## config.mk

```make
export PLATFORM = sky130hd
export DESIGN_NAME = oam_dma_flat
export DESIGN_NICKNAME = d
export VERILOG_FILES = /design/src/rtl/nes_pkg.sv /design/src/rtl/oam_dma_if.sv /design/src/rtl/oam_dma.sv /design/src/flat_wrapper.sv
export SDC_FILE = /design/constraint.sdc
export NUM_CORES = 1
export LEC_CHECK = 0
export CAP_MARGIN = 0
export CORE_ASPECT_RATIO = 0.75
export CORE_MARGIN = 8
export CORE_UTILIZATION = 49
export DETAILED_ROUTE_END_ITERATION = 7
export PLACE_DENSITY_LB_ADDON = 0.3
export SLEW_MARGIN = 10
export SYNTH_ARGS = -nofsm -noshare
export SYNTH_HDL_FRONTEND = slang
export SYNTH_SLANG_ARGS = --single-unit
```

## constraint.sdc

```tcl
create_clock -name clk -period 3.3 [get_ports clk]
set_input_delay 0.33 -clock clk [delete_from_list [all_inputs] [get_ports clk]]
set_output_delay 0.33 -clock clk [all_outputs]
set_load 0.01 [all_outputs]
```

## src/rtl/nes_pkg.sv

```systemverilog
// Shared NES definitions: OAM DMA state encoding
// and the CPU-bus register addresses it uses.
package nes_pkg;

  typedef enum logic [2:0] {
    S_IDLE,
    S_HALT,
    S_ALIGN,
    S_READ,
    S_WRITE
  } dma_state_t;

  localparam logic [15:0] ADDR_OAMDMA  = 16'h4014;
  localparam logic [15:0] ADDR_OAMDATA = 16'h2004;

endpackage

```

## src/rtl/oam_dma_if.sv

```systemverilog
// CPU-side bus driven by the OAM DMA in place of the CPU.
// master: addr/wdata/rw_n/cs_n out, rdata in. slave: mirror.
interface oam_dma_if;

  logic [15:0] bus_addr;
  logic [7:0]  bus_wdata;
  logic        bus_rw_n;
  logic        bus_cs_n;
  logic [7:0]  bus_rdata;

  modport master (
    output bus_addr,
    output bus_wdata,
    output bus_rw_n,
    output bus_cs_n,
    input  bus_rdata
  );

  modport slave (
    input  bus_addr,
    input  bus_wdata,
    input  bus_rw_n,
    input  bus_cs_n,
    output bus_rdata
  );

endinterface

```

## src/rtl/oam_dma.sv

```systemverilog
// OAM DMA: a $4014 write copies page $XX00-$XXFF to $2004.
// Ports: clk, rst, cpu_ce/addr/wdata/we in; bus (master) out;
// cpu_halt, dma_active out.
module oam_dma
  import nes_pkg::*;
#(
  parameter logic [15:0] DMA_REG_ADDR  = ADDR_OAMDMA,
  parameter logic [15:0] OAM_DATA_ADDR = ADDR_OAMDATA
) (
  input  logic        clk,
  input  logic        rst,
  input  logic        cpu_ce,
  input  logic [15:0] cpu_addr,
  input  logic [7:0]  cpu_wdata,
  input  logic        cpu_we,
  oam_dma_if.master   bus,
  output logic        cpu_halt,
  output logic        dma_active
);

  dma_state_t  r_state, w_state;
  logic        r_odd;
  logic [7:0]  r_idx, w_idx;
  logic [7:0]  r_page, w_page;
  logic [7:0]  r_dq, w_dq;

  logic [15:0] r_addr, w_addr;
  logic [7:0]  r_wdata, w_wdata;
  logic        r_rw_n, w_rw_n;
  logic        r_cs_n, w_cs_n;
  logic        r_halt, w_halt;
  logic        r_act, w_act;

  always_comb begin
    w_state = r_state;
    w_idx   = r_idx;
    w_page  = r_page;
    w_dq    = r_dq;
    unique case (r_state)
      S_IDLE: begin
        if (cpu_we && cpu_addr == DMA_REG_ADDR) begin
          w_page  = cpu_wdata;
          w_idx   = 8'h00;
          w_state = S_HALT;
        end
      end
      // r_odd=0 here means the next cycle is odd:
      // burn one so READ lands on an even cycle
      S_HALT:  w_state = r_odd ? S_READ : S_ALIGN;
      S_ALIGN: w_state = S_READ;
      S_READ: begin
        w_dq    = bus.bus_rdata;
        w_state = S_WRITE;
      end
      S_WRITE: begin
        if (r_idx == 8'hFF) begin
          w_state = S_IDLE;
        end else begin
          w_idx   = r_idx + 8'h01;
          w_state = S_READ;
        end
      end
      default: w_state = S_IDLE;
    endcase
  end

  // Outputs decoded from the next state so they are
  // registered together with it.
  always_comb begin
    w_addr  = 16'h0000;
    w_wdata = 8'h00;
    w_rw_n  = 1'b1;
    w_cs_n  = 1'b1;
    w_halt  = 1'b0;
    w_act   = 1'b0;
    unique case (1'b1)
      (w_state == S_HALT),
      (w_state == S_ALIGN): begin
        w_halt = 1'b1;
        w_act  = 1'b1;
      end
      (w_state == S_READ): begin
        w_halt = 1'b1;
        w_act  = 1'b1;
        w_addr = {w_page, w_idx};
        w_cs_n = 1'b0;
      end
      (w_state == S_WRITE): begin
        w_halt  = 1'b1;
        w_act   = 1'b1;
        w_addr  = OAM_DATA_ADDR;
        w_wdata = w_dq;
        w_rw_n  = 1'b0;
        w_cs_n  = 1'b0;
      end
      default: ;
    endcase
  end

  always_ff @(posedge clk) begin
    if (rst) begin
      r_state <= S_IDLE;
      r_odd   <= 1'b0;
      r_idx   <= 8'h00;
      r_page  <= 8'h00;
      r_dq    <= 8'h00;
      r_addr  <= 16'h0000;
      r_wdata <= 8'h00;
      r_rw_n  <= 1'b1;
      r_cs_n  <= 1'b1;
      r_halt  <= 1'b0;
      r_act   <= 1'b0;
    end else if (cpu_ce) begin
      r_state <= w_state;
      r_odd   <= ~r_odd;
      r_idx   <= w_idx;
      r_page  <= w_page;
      r_dq    <= w_dq;
      r_addr  <= w_addr;
      r_wdata <= w_wdata;
      r_rw_n  <= w_rw_n;
      r_cs_n  <= w_cs_n;
      r_halt  <= w_halt;
      r_act   <= w_act;
    end
  end

  assign bus.bus_addr  = r_addr;
  assign bus.bus_wdata = r_wdata;
  assign bus.bus_rw_n  = r_rw_n;
  assign bus.bus_cs_n  = r_cs_n;
  assign cpu_halt      = r_halt;
  assign dma_active    = r_act;

endmodule
```

## src/flat_wrapper.sv

```systemverilog
// flat-port wrapper written by rule: the top's interface ports become plain ports
module oam_dma_flat import nes_pkg::*;
#(
  parameter logic [15:0] DMA_REG_ADDR  = ADDR_OAMDMA,
  parameter logic [15:0] OAM_DATA_ADDR = ADDR_OAMDATA
)
  (clk, rst, cpu_ce, cpu_addr, cpu_wdata, cpu_we, cpu_halt, dma_active, bus_bus_addr, bus_bus_wdata, bus_bus_rw_n, bus_bus_cs_n, bus_bus_rdata);
  oam_dma_if bus_i ();
  input  logic clk;
  input  logic rst;
  input  logic cpu_ce;
  input  logic [15:0] cpu_addr;
  input  logic [7:0] cpu_wdata;
  input  logic cpu_we;
  output logic cpu_halt;
  output logic dma_active;
  output wire logic [$bits(bus_i.bus_addr)-1:0] bus_bus_addr;
  output wire logic [$bits(bus_i.bus_wdata)-1:0] bus_bus_wdata;
  output wire logic [$bits(bus_i.bus_rw_n)-1:0] bus_bus_rw_n;
  output wire logic [$bits(bus_i.bus_cs_n)-1:0] bus_bus_cs_n;
  input wire logic [$bits(bus_i.bus_rdata)-1:0] bus_bus_rdata;
  assign bus_bus_addr = bus_i.bus_addr;
  assign bus_bus_wdata = bus_i.bus_wdata;
  assign bus_bus_rw_n = bus_i.bus_rw_n;
  assign bus_bus_cs_n = bus_i.bus_cs_n;
  assign bus_i.bus_rdata = bus_bus_rdata;
  oam_dma #(.DMA_REG_ADDR(DMA_REG_ADDR), .OAM_DATA_ADDR(OAM_DATA_ADDR)) u_core (.clk(clk), .rst(rst), .cpu_ce(cpu_ce), .cpu_addr(cpu_addr), .cpu_wdata(cpu_wdata), .cpu_we(cpu_we), .bus(bus_i), .cpu_halt(cpu_halt), .dma_active(dma_active));
endmodule
```

Word level (Yosys, flattened, before mapping)
Cells that the tools add are included.

Register bits: 55. Input bits: 36. Output and inout bits: 28.

Equality and inequality tests: 10. Reduce and logical (&&, ||, !) cells: 4. Add/subtract/negate cells: 1. Bitwise gates (word level): 1. Muxes and demuxes: 15.

Operators by type and width (count): $mux 8 (6); $pmux 16 s2 (1); $eq 16x15->1 const B (1); $pmux 8 s2 (1); $pmux 3 s5 (1); $eq 3x2->1 const B (4); $add 8x1->8 const B (1); $eq 8x8->1 const B (1); $eq 3x1->1 const B (2); $eq 3x3->1 const B (2); $mux 1 (4); $reduce_or 4->1 (1); $logic_not 3->1 (1); $mux 3 (1); $mux 2 (1); $reduce_or 2->1 (1); $logic_and 1x1->1 (1); $not 1->1 (1).

Depth between registers and ports, before layout
Gate-level depths: netlist (run 1).

Word-level depth: 7. Gate-level depth with buffers: 7. Mapped depth without buffers: 6.

Worst setup path after synthesis (run 1)
Ideal clock, no wire load.

Kind: reg2reg. From: register u_core.r_idx[0]. To: register u_core.r_idx[6]. Period minus slack after synthesis: 1735 ps. Setup slack: 1565 ps. Data arrival time: 1618 ps. Cell stages (with the launch flop): 8. Data required time: 3183 ps. Buffers on the path: 1. Cells stage by stage: dfxtp_1 ha_1 nor4bb_1 buf_2 nand3_1 nor3b_1 nor3_1 a22o_1.

Cells in the longest elaborated chain, start to end: 3.

Ends and longest elaborated chain: from (decl) (line oam_dma.sv:23) `logic [7:0] r_idx, w_idx;`; from (signal assigned) (line oam_dma.sv:116) `r_idx <= w_idx;`; $add 8x1->8 / $eq 8x8->1 (equally long branches) (line oam_dma.sv:59, oam_dma.sv:56); $mux 8 * (line oam_dma.sv:56) `if (r_idx == 8'hFF) begin`; $pmux 8 s2 * (line oam_dma.sv:39) `unique case (r_state)`.

Mark *: on every way between the ends. The rest lies on a longest branch, timed or not. A chain may end at the register's enable or synchronous reset.

Worst setup path in the final report (run 1)
From: register u_core.r_state[1]. To: register u_core.r_addr[0], in the netlist u_core.bus.bus_addr[0].

Cells in the longest elaborated chain, start to end: 4.

Ends and longest elaborated chain: from (decl) (line oam_dma.sv:21) `dma_state_t r_state, w_state;`; from (signal assigned) (line oam_dma.sv:114) `r_state <= w_state;`; $eq 3x3->1, or another cell as far along (line oam_dma.sv:39); $pmux 3 s5 (line oam_dma.sv:39); $eq 3x3->1 / $eq 3x2->1 (equally long branches) (line oam_dma.sv:88, oam_dma.sv:82); $pmux 16 s2 * (line oam_dma.sv:76) `unique case (1'b1)`; to (signal assigned) (line oam_dma.sv:119) `r_addr <= w_addr;`; to (decl) (line oam_dma.sv:27) `logic [15:0] r_addr, w_addr;`.

Marked as above.

==> flow_summary.ini, run 1 <==
[grt]
antenna_found_initial = 0
grt_pass1_vias = 1801
grt_pass1_wl_um = 8870
grt_start_max_net_pins = 20
globalRouteTotalUtil_pct = 16.6
overflow = 0

[timing]
final-hold-violation-count = 0
fin_ws_ns = 1.19
final_max_slew_viol_count = 0
rsz0062_at_grt = no
period_minus_slack_ns = 2.11
tightest_slew_ns = 0.645
hold_slack_ns = 0.458
max_slew_margin_pct = 56.9
fin_crit_sh_pct = 64.0
timing.fmax_ghz = 0.473
skew_ns = 0.00771
tns_ns = 0
finalSetupViolCount = 0

[clocking]
clkLatencyLatePin_ns = 0.31
cts_resized = 0
path_clk_slew_ns = 0.09
cts_tree = built
cts-root-buf = clkbuf_8
numCtsBuffers = 5
ctsHoldBuffers = 0
post_cts_buffers = 0
clk_path_buf_depth = 2
cts_max_level = 2
cts.sinks = 47

[route]
wl_per_cell_um = 15.3
met1_length_um = 2270
vias = 1847
met2_length_um = 2450
viasPerCell = 5.48
wl_met3_um = 370
drt_first_iter_violations = 150
drcViolationCount = 0
drt_wl_total_um = 5150
highest-signal-layer = met4
dr.pass1.iters = 5
ant_nets = 0

[power]
vdd_drop_max_mv = 0.300
leakagePower_nw = 0.958
p_total_mw = 1.10
p_per_area_nw_per_um2 = 396

[setup_path]
path_class = register to register
cp_num_buf_inv = 0
slowest_delay_ns = 0.58
crit_arrival_ns = 2.36
rrSetupSlack_ns = 1.19
crit_fanout = 10
cp-end-kind = register
path_delay_family = simple AND/OR/NAND/NOR gates
cp_cell_sequence = mux2_2 -> o21ai_2 -> nor2b_1 -> a32o_1
start_kind = register
required_ns = 3.55
slowest_stage = nor2b_1

[logic_synthesis]
yosys.area_share.simple_pct = 22.1
synth-compound-area-share_pct = 19.3
synthCells = 227
synthAdderAreaFrac_pct = 0.615
synth_seq_cells = 47
yosysWarnings = 0
ys_types = 48
synth_top_family_by_area = simple AND/OR/NAND/NOR gates
synth_ff_type = dfxtp_1
syn_avg_cell_area_sq_um = 8.96
ys_seq_area_share_pct = 46.2
synth-edff-count = 0
yosys.area_share.xor_xnor_pct = 1.29
muxShareOfSynthArea_pct = 5.97
synth_fp_nets = 264
synthArstFlopShare_pct = 0
syn_area_sq_um = 2030

[floorplanning]
die_area_sq_um = 6490
core_sq_um = 4030
die_w_um = 90.4
die_h_um = 71.8
start_util_pct = 50.5
rows = 20
io_pins = 64

[final_layout]
final_nets = 318
area_delta_synth_final_pct = 36.3
antenna_cells = 0
fillers = 344
multi_input_area_sq_um = 1000
layout-drive-gt1-share_pct = 7.45
regArea_sq_um = 941
post-route-util_pct = 68.9

[flow_run]
drv_cap = 0

[status]
status = finished clean

[placement]
hpwlAfterDp_um = 4000
pre_cts_ws_ns = 0.922
port_buffers = 63
place_congestion = 0.864

[worst_hold_path]
hold_path_class = register to register
-- final cells by class --
class | instances | share of cell area (%)
sequential | 47 | 33.9
tap | 55 | 2.48
clock buffer | 5 | 2.48
timing repair buffer | 67 | 23.8
inverter | 1 | 0.135
multi-input combinational | 159 | 36.2
clock inverter | 3 | 0.992
-- worst register-to-register path: stages, from the launching register on --
cell and delay [ns]:
dfxtp_1 0.57, mux2_2 0.40, o21ai_2 0.25, nor2b_1 0.58, a32o_1 0.26
-- power by group --
group / switching (mW) / internal (mW)
Sequential: 0.0158 / 0.580
Combinational: 0.0545 / 0.0761
Clock: 0.214 / 0.157
Total: 0.284 / 0.813
-- metrics by stage --
step | area [sq um] | cells
CTS | 2770 | 337
floorplan | 2030 | 227
global route | 2770 | 337
finish | 2770 | 337
global placement | 2680 | 329
detailed placement | 2680 | 329
-- cell usage after synthesis, types with 2 or more instances --
| master | instances | area, sq um |
|---|---|---|
| a211oi_1 | 3 | 22.5 |
| a21o_1 | 2 | 15.0 |
| a21oi_1 | 9 | 45.0 |
| a22o_1 | 10 | 87.6 |
| a311oi_1 | 2 | 17.5 |
| a31oi_1 | 5 | 31.3 |
| and3_1 | 2 | 12.5 |
| buf_1 | 2 | 7.51 |
| buf_2 | 6 | 30.0 |
| clkbuf_1 | 11 | 41.3 |
| dfxtp_1 | 47 | 941 |
| mux2i_1 | 11 | 110 |
| nand2_1 | 20 | 75.1 |
| nand2b_1 | 2 | 12.5 |
| nand3_1 | 7 | 35.0 |
| nand3b_1 | 2 | 15.0 |
| nand4_1 | 2 | 12.5 |
| nor2_1 | 30 | 113 |
| nor2b_1 | 3 | 18.8 |
| nor3_1 | 5 | 25.0 |
| nor4bb_1 | 2 | 20.0 |
| o21ai_0 | 10 | 50.1 |
| o21ai_2 | 2 | 17.5 |
| o22ai_1 | 5 | 31.3 |
| o2bb2ai_1 | 2 | 17.5 |
| xnor2_1 | 3 | 26.3 |
-- final timing paths --
check	start	endpoint	cells past startpoint
hold reg to reg	u_core.bus.bus_addr[1]$_SDFFE_PP0P_	u_core.bus.bus_addr[1]$_SDFFE_PP0P_	2
setup reg to reg	u_core.r_state[1]$_SDFFE_PP0P_	u_core.bus.bus_addr[0]$_SDFFE_PP0P_	4
hold / removal	u_core.bus.bus_addr[1]$_SDFFE_PP0P_	u_core.bus.bus_addr[1]$_SDFFE_PP0P_	2
setup / recovery	u_core.r_state[1]$_SDFFE_PP0P_	u_core.bus.bus_addr[0]$_SDFFE_PP0P_	4
-- cells by family after synthesis --
kind of cell,Yosys count
adder cells (fa/ha/maj),1
AO/OA/AOI/OAI,57
AND/OR/NAND/NOR,86
flip-flops,47
multiplexers,12
buffers and inverters,21
XOR/XNOR,3
-- cell usage in the layout, fill, tap and decap left out, drive strengths merged, types with 4 or more instances in the layout --
master and count:
mux2i 11, o22ai 5, a22o 10, buf 4
a31oi 5, nand3 7, a21oi 9, nand2 20
nor3 6, nor2 30, clkbuf 5, dfxtp 47
clkdlybuf4s50 63, o21ai 13
-- layer usage --
metal | track usage, % | vias up
li1 | - | 919
met1 | 20.0 | 865
met4 | 3.86 | 0
met3 | 5.64 | 6
met2 | 27.9 | 57
met5 | 0 | -
-- state kept, by name, summed over array words and instances (netlist names) --
name	flops
u_core.r_odd	1
u_core.r_state	3
u_core.r_page	8
u_core.bus.bus_cs_n	1
u_core.bus.bus_wdata	8
u_core.bus.bus_addr	16
u_core.r_idx	8
u_core.bus.bus_rw_n	1
u_core.dma_active	1
Note: power is estimated with default switching activity, not from simulation.
==> run 2: changes to the inputs <==
--- a/config.mk
+++ b/config.mk
@@ -8,7 +8,7 @@
 export CAP_MARGIN = 0
 export CORE_ASPECT_RATIO = 0.75
 export CORE_MARGIN = 8
-export CORE_UTILIZATION = 49
+export CORE_UTILIZATION = 41
 export DETAILED_ROUTE_END_ITERATION = 7
 export PLACE_DENSITY_LB_ADDON = 0.3
 export SLEW_MARGIN = 10
==> constraint.sdc (replaced) <==
create_clock -name clk -period 1.9 [get_ports clk]
set_input_delay 0.19 -clock clk [delete_from_list [all_inputs] [get_ports clk]]
set_output_delay 0.19 -clock clk [all_outputs]
set_load 0.01 [all_outputs]
==> run 2 against run 1 <==
Net effect: utilization shrank 9.2 points; non-clock buffer count up 13; count of clock-buffer cells in the layout is the same; final cell count increased by 5.3%; design area up 4.2%; first-iteration DRC count is 35% lower; sequential power grew 73%; routed wire length up 9.1%; combinational power grew 91%; maximum frequency grew 18%; setup slack got worse by 1.1 ns; clock power up 74%; critical endpoint is now u_core.r_idx[6]$_SDFFE_PP0P_; highest routed layer unchanged.
==> flow_summary.ini, run 2 (synthesized netlist as in run 1, its figures left out) <==
[final_layout]
area_delta_synth_final_pct = 42.1
mostFrequentLayoutCells = clkdlybuf4s50_1, dfxtp_1, nor2_1, nand2_1, buf_4
largest_reg_flops = 16
antenna_cells = 0
layout-drive-gt1-share_pct = 11.9
final_common_cell = clkdlybuf4s50_1
final_nets = 331

[placement]
pre_cts_ws_ns = -0.201
place_congestion = 0.857
port_buffers = 63
hpwlAfterDp_um = 4230

[setup_path]
slowest_stage = dfxtp_1
required_ns = 2.11
path_class = register to register
crit_fanout = 9
cp_num_buf_inv = 1
crit_arrival_ns = 2.01
cp_cell_sequence = ha_1 -> nor4bb_2 -> buf_4 -> nand3_1 -> nor3b_1 -> nor3_1 -> a22o_1
cp-end-kind = register
slowest_delay_ns = 0.35
path_delay_family = simple AND/OR/NAND/NOR gates
start_kind = register

[power]
p_per_area_nw_per_um2 = 665
pwr-share-seq_pct = 53.5
p_int_mw = 1.42
p_total_mw = 1.92
vdd_drop_max_mv = 0.502
comb_power_share_pct = 13.0
swShare_pct = 26.2
leakagePower_nw = 1.03
p_switching_mw = 0.505
pwr-share-clk_pct = 33.5

[clocking]
cts_max_level = 2
post_cts_buffers = 0
path_clk_slew_ns = 0.10
cts_tree = built
clk_path_buf_depth = 2
cts.sinks = 47
clkLatencyLatePin_ns = 0.32
cts-root-buf = clkbuf_8
numCtsBuffers = 5

[route]
vias = 1954
viasPerCell = 5.50
dr.pass1.iters = 4
drt_wl_total_um = 5610
drcViolationCount = 0
wl_per_cell_um = 15.8
drt_first_iter_violations = 97
ant_nets = 0

[timing]
tightest_slew_ns = 0.993
finalSetupViolCount = 0
rsz0062_at_grt = no
period_minus_slack_ns = 1.80
max_slew_margin_pct = 33.6
final_max_slew_viol_count = 0
timing.fmax_ghz = 0.557
skew_ns = 0.00666
fin_crit_sh_pct = 94.5
fin_ws_ns = 0.104
final-hold-violation-count = 0

[floorplanning]
die_w_um = 97.3
start_util_pct = 42.0
io_pins = 64
die_area_sq_um = 7500
die_h_um = 77.0
rows = 22
core_sq_um = 4840

[worst_hold_path]
hold_path_class = input pin to register

[flow_run]
drv_cap = 0

[grt]
antenna_found_initial = 0
grt_start_max_net_pins = 18
grt_pass1_wl_um = 9420
grt_pass1_vias = 1931
overflow = 0
globalRouteTotalUtil_pct = 15.2

[status]
status = finished clean
-- run 2: cell count changes in the layout (fill, tap and decap cells not counted) --
cell / delta
buf_4: +12
inv_8: -1
or2_1: +1
clkinvlp_4: -1
clkinv_2: +1
nor4bb_2: +1
or2_0: -1
nor4bb_1: -1
buf_12: +1
clkinv_4: +1
-- run 2: power by group through the flow --
| stage | logic [mW] | clock network, mW | registers [mW] |
|---|---|---|---|
| finish | 0.250 | 0.644 | 1.03 |
| global route | 0.271 | 0.694 | 1.03 |
| CTS | 0.252 | 0.655 | 1.03 |
| detailed placement | 0.251 | 0 | 1.05 |
| global placement | 0.247 | 0 | 1.05 |
| floorplan | 0.107 | 0 | 1.05 |
-- run 2: worst paths after layout --
check                           slack [ns]  cells after the start                                    to                                 from
worst max-delay path                  0.10                      7          u_core.r_idx[6]$_SDFFE_PP0P_         u_core.r_idx[0]$_SDFFE_PP0P_
worst min register to register        0.46                      2   u_core.bus.bus_addr[5]$_SDFFE_PP0P_  u_core.bus.bus_addr[5]$_SDFFE_PP0P_
worst max register to register        0.10                      7          u_core.r_idx[6]$_SDFFE_PP0P_         u_core.r_idx[0]$_SDFFE_PP0P_
worst min-delay path                  0.41                      3  u_core.bus.bus_wdata[2]$_SDFFE_PP0P_                     bus_bus_rdata[2]
-- run 2: cell type report --
cell class                 count  area, sq um
clock buffer                   5         68.8
clock inverter                 3         22.5
timing repair buffer          80          771
tap                           60         75.1
multi-input combinational    159         1010
inverter                       1         3.75
sequential                    47          941
fill                         445         1950
-- run 2: layer usage --
layer  GRT usage [%]  share of wire [%]  up-vias
li1                -                  -      945
met1            17.8                 44      947
met2            24.2                 48       53
met3            6.89                6.9        9
met4            4.68                1.4        0
met5               0                  0        -
-- run 2: worst reg2reg max path: cells and delay by family (launching register included) --
| family | cells | cell delay [ns] |
|---|---|---|
| AO/OA/AOI/OAI | 1 | 0.23 |
| buffers and inverters | 1 | 0.20 |
| AND/OR/NAND/NOR | 4 | 0.68 |
| adder cells (fa/ha/maj) | 1 | 0.23 |
| flip-flops | 1 | 0.35 |
-- run 2: through the flow --
| stage | hold WS [ns] | area [sq um] | TNS [ns] | instances | utilization (%) |
|---|---|---|---|---|---|
| 2_1_floorplan | 0.326 | 2030 | 0 | 227 | - |
| 3_3_place_gp | 0.438 | 2790 | -0.678 | 347 | 57.7 |
| 3_5_place_dp | 0.444 | 2790 | -1.76 | 347 | 57.7 |
| 4_1_cts | 0.403 | 2890 | 0 | 355 | 59.6 |
| 5_1_grt | 0.420 | 2890 | 0 | 355 | 59.7 |
| 6_report | 0.409 | 2890 | 0 | 355 | 59.7 |
-- run 2: repair_timing --
| action | in CTS | in global routing |
|---|---|---|
| hold buffers | 0 | 0 |
| endpoints found under the setup margin | 0 | 4 |
| resized for setup | 0 | 2 |
| hold endpoints to repair | 0 | 0 |
